===== src/rtl/serial_mult_8.sv =====
// serial_mult_8: 8x8 unsigned shift-and-add multiplier with a valid/ready handshake on both sides.
// Optional feature macro SERIAL_MULT_ZERO_SKIP_EN: a zero operand bypasses RUN and goes straight to DONE.

module ripple_8 (
    input  logic [7:0] i_a,
    input  logic [7:0] i_b,
    input  logic       i_cin,
    output logic [7:0] o_sum,
    output logic       o_cout
);
    logic [8:0] w_c;

    assign w_c[0] = i_cin;

    for (genvar g = 0; g < 8; g++) begin : g_fa
        assign o_sum[g]  = i_a[g] ^ i_b[g] ^ w_c[g];
        assign w_c[g+1]  = (i_a[g] & i_b[g]) | (w_c[g] & (i_a[g] ^ i_b[g]));
    end

    assign o_cout = w_c[8];
endmodule

module serial_mult_8 (
    input  logic        clk,
    input  logic        rst_n,
    input  logic        in_valid,
    output logic        in_ready,
    input  logic [7:0]  in_a,
    input  logic [7:0]  in_b,
    output logic        out_valid,
    input  logic        out_ready,
    output logic [15:0] product
);
    typedef enum logic [1:0] {
        IDLE = 2'd0,
        RUN  = 2'd1,
        DONE = 2'd2
    } state_t;

    state_t      r_state;
    logic [2:0]  r_cnt;
    logic [7:0]  r_mcand;
    logic [7:0]  r_acc_hi;
    logic [7:0]  r_acc_lo;

    logic [7:0]  w_addend;
    logic [7:0]  w_sum;
    logic        w_cout;
    logic        w_zero_skip;

`ifdef SERIAL_MULT_ZERO_SKIP_EN
    assign w_zero_skip = (in_a == 8'h00) || (in_b == 8'h00);
`else
    assign w_zero_skip = 1'b0;
`endif

    // A clear multiplier bit adds zero, which is the same as passing acc_hi through.
    assign w_addend = r_acc_lo[0] ? r_mcand : 8'h00;

    ripple_8 u_add (
        .i_a    (r_acc_hi),
        .i_b    (w_addend),
        .i_cin  (1'b0),
        .o_sum  (w_sum),
        .o_cout (w_cout)
    );

    always_ff @(posedge clk or negedge rst_n) begin
        if (!rst_n) begin
            r_state  <= IDLE;
            r_cnt    <= 3'd0;
            r_mcand  <= 8'h00;
            r_acc_hi <= 8'h00;
            r_acc_lo <= 8'h00;
        end else begin
            case (r_state)
                IDLE: begin
                    if (in_valid) begin
                        r_mcand  <= in_a;
                        r_cnt    <= 3'd0;
                        r_acc_hi <= 8'h00;
                        if (w_zero_skip) begin
                            r_acc_lo <= 8'h00;
                            r_state  <= DONE;
                        end else begin
                            r_acc_lo <= in_b;
                            r_state  <= RUN;
                        end
                    end
                end
                RUN: begin
                    // 17-bit right shift so the adder carry lands in acc_hi[7].
                    {r_acc_hi, r_acc_lo} <= {w_cout, w_sum, r_acc_lo[7:1]};
                    r_cnt <= r_cnt + 3'd1;
                    if (r_cnt == 3'd7) begin
                        r_state <= DONE;
                    end
                end
                DONE: begin
                    if (out_ready) begin
                        r_state <= IDLE;
                    end
                end
                default: begin
                    r_state <= IDLE;
                end
            endcase
        end
    end

    assign in_ready  = (r_state == IDLE);
    assign out_valid = (r_state == DONE);
    assign product   = {r_acc_hi, r_acc_lo};
endmodule


===== config.mk =====
export PLATFORM = sky130hd
export DESIGN_NAME = serial_mult_8
export DESIGN_NICKNAME = d
export VERILOG_FILES = /design/src/rtl/serial_mult_8.sv
export SDC_FILE = /design/constraint.sdc
export NUM_CORES = 1
export LEC_CHECK = 0
export ABC_AREA = 1
export CAP_MARGIN = 20
export CORE_MARGIN = 4
export CORE_UTILIZATION = 45
export CTS_CLUSTER_DIAMETER = 50
export DETAILED_ROUTE_END_ITERATION = 10
export PLACE_DENSITY = 0.85
export SYNTH_ARGS = -nofsm -noshare
export SYNTH_HDL_FRONTEND = slang
export SYNTH_SLANG_ARGS = --single-unit

===== constraint.sdc =====
create_clock -name clk -period 8.95 [get_ports clk]
set_input_delay 0.895 -clock clk [delete_from_list [all_inputs] [get_ports clk]]
set_output_delay 0.895 -clock clk [all_outputs]
set_load 0.1 [all_outputs]

==> results.yml <==
yosys:
  yosys_warnings: 0
  synth_cells: 173
  avgSynthCellArea_um2: 8.52
  ys_ff_latch: 29
  synth_nets: 203
  synth.distinct_cells: 16
  synth_seq_area_share_pct: 49.2
  synth_area_mm2: 0.00147
die:
  core_area_mm2: 0.00310
  fp.dieArea_mm2: 0.00425
  std_cell_rows: 20
  initial_core_util_pct: 47.5
  die-height_um: 65.2
  io_pins: 38
  die-width_um: 65.2
setup_path:
  startpoint_type: "flop"
  reg2reg_depth: 14
  worstSetupPathType: "reg -> reg"
  critPathRequiredTime_ns: 9.17
  end_kind: "flop"
  cp.arrival_ns: 3.93
  critPathMaxFanout: 10
layout:
  syn2layout_area_growth_pct: 30.4
  nets: 241
  utilization_pct: 61.9
  fin_cells: 256
  drive_above_1_share_pct: 6.60
  num_antenna_cells: 0
place:
  io_buffers: 37
  dp_cells: 248
  place_congestion: 0.771
  dp_hpwl_um: 2360
routing:
  ant_nets: 0
  finalWirelength_um: 3220
  drt_iter0_drc: 91
  drc: 0
  wire_per_inst_um: 12.6
  vias: 1243
  first_pass_iters: 4
  vias_per_cell: 4.86
clock_tree:
  clockBufferDepth: 2
  cts_resized: 0
  cts_max_level: 2
  numCtsBuffers: 5
  clock-sinks: 29
  clkLatencyLatePin_ns: 0.34
  holdBufCountCts: 0
  clkTransAtPathRegs_ns: 0.10
  root_buffer: "clkbuf_4"
  post_cts_buffers: 0
  tritoncts: "done"
worst_hold_path:
  worst_hold_path_type: "reg -> reg"
  holdPathStages: 2
global_routing:
  antenna_found_initial: 0
  grt_pass1_wl_um: 5790
  grt_pass1_vias: 1277
  grt_max_degree: 30
  grt-ovfl-total: 0
  grt.total_usage_pct: 18.0
sta:
  fmax_mhz: 269
  drv_slew: 0
  period_minus_slack_ns: 3.71
  setup_tns_ns: 0
  post-route-period-util_pct: 41.5
  setup_viol: 0
  hold_viol_final: 0
  finClkSkew_ns: 0.0138
  worstMarginPinSlew_ns: 0.976
  rsz0062_at_grt: "no"
  relSlewSlack_pct: 34.8
run_status:
  status: "finished, final reports clean"
job:
  maxCapViolCount: 0
[cell type report]
class                   instances  area (µm²)
fillers                       283        1180
flip-flops and latches         29         726
multi-input cells             123         656
repair buffers                 39         385
well taps                      44        55.1
inverters                      13        48.8
clock buffers                   6        41.3
clock inverters                 2        10.0
[flip-flops by register name, indices dropped and copies added, names as in the netlist]
register  cells
r_acc_hi      8
r_acc_lo      8
r_cnt         3
r_mcand       8
r_state       2
[metrics by stage]
| stage | hold WS (ns) | cell area (µm²) | setup slack [ns] |
|---|---|---|---|
| 2_1_floorplan | 0.442 | 1470 | 4.67 |
| 4_1_cts | 0.484 | 1920 | 5.23 |
| 3_3_place_gp | 0.457 | 1870 | 5.35 |
| 3_5_place_dp | 0.463 | 1870 | 5.21 |
| 5_1_grt | 0.520 | 1920 | 5.05 |
| 6_report | 0.485 | 1920 | 5.24 |
[Yosys cell counts]
cell      number  area (µm²)
nand2_1       78         293
dfrtp_1       29         726
nand3_1       20         100
inv_1         11        41.3
o21ai_0        9        45.0
fa_1           7         140
buf_2          5        25.0
ha_1           3        37.5
buf_4          2        15.0
inv_2          2        7.51
nand2_2        2        12.5
clkbuf_1       1        3.75
nor2_1         1        3.75
nor2_4         1        11.3
o21ai_1        1        5.00
o31ai_1        1        7.51
[routing by layer]
layer | share of wire, % | up-vias | wire (µm) | GRT usage [%]
met5 | 0 | - | 0 | 0
met4 | 1.7 | 0 | 55 | 5.44
met3 | 8.3 | 7 | 268 | 7.01
met2 | 49 | 36 | 1580 | 28.6
met1 | 41 | 587 | 1320 | 22.6
li1 | - | 613 | - | -
[placed cells by master, fill, tap and decap left out, types with 2 or more instances in the layout]
| cell type | instances |
|---|---|
| buf_4 | 2 |
| clkbuf_4 | 5 |
| clkdlybuf4s50_1 | 37 |
| clkinv_2 | 2 |
| dfrtp_1 | 29 |
| fa_1 | 7 |
| ha_1 | 3 |
| inv_1 | 11 |
| inv_2 | 2 |
| nand2_1 | 78 |
| nand2_2 | 2 |
| nand3_1 | 20 |
| o21ai_0 | 9 |
[cell families after synthesis]
group / count (synthesis) / share of synthesized area (%)
simple gates: 102 / 28.5
compound gates: 11 / 3.90
fa+ha+maj: 10 / 12.1
flops: 29 / 49.2
buf+inv: 21 / 6.28
[critical path: stages (launching register included)]
cell     delay, ns
dfrtp_1       0.54
nand2_1       0.08
inv_1         0.06
ha_1          0.13
inv_1         0.05
fa_1          0.37
fa_1          0.39
fa_1          0.39
fa_1          0.38
fa_1          0.36
inv_1         0.07
fa_1          0.16
inv_1         0.05
fa_1          0.47
o21ai_0       0.08
[final timing paths]
check | startpoint | end | slack, ns
hold / removal | r_mcand[6]$_DFFE_PN0P_ | r_mcand[6]$_DFFE_PN0P_ | 0.48
setup / recovery | r_acc_lo[0]$_DFFE_PN0P_ | r_acc_hi[6]$_DFFE_PN0P_ | 5.24
max in group asynchronous | rst_n | r_cnt[1]$_DFFE_PN0P_ | 7.75
hold reg to reg | r_mcand[6]$_DFFE_PN0P_ | r_mcand[6]$_DFFE_PN0P_ | 0.48
min in group asynchronous | rst_n | r_mcand[1]$_DFFE_PN0P_ | 0.92
setup reg to reg | r_acc_lo[0]$_DFFE_PN0P_ | r_acc_hi[6]$_DFFE_PN0P_ | 5.24
Power is left out: the tool's default activity adds up to more than one toggle a clock period on the data nets, which glitch-free logic cannot reach.
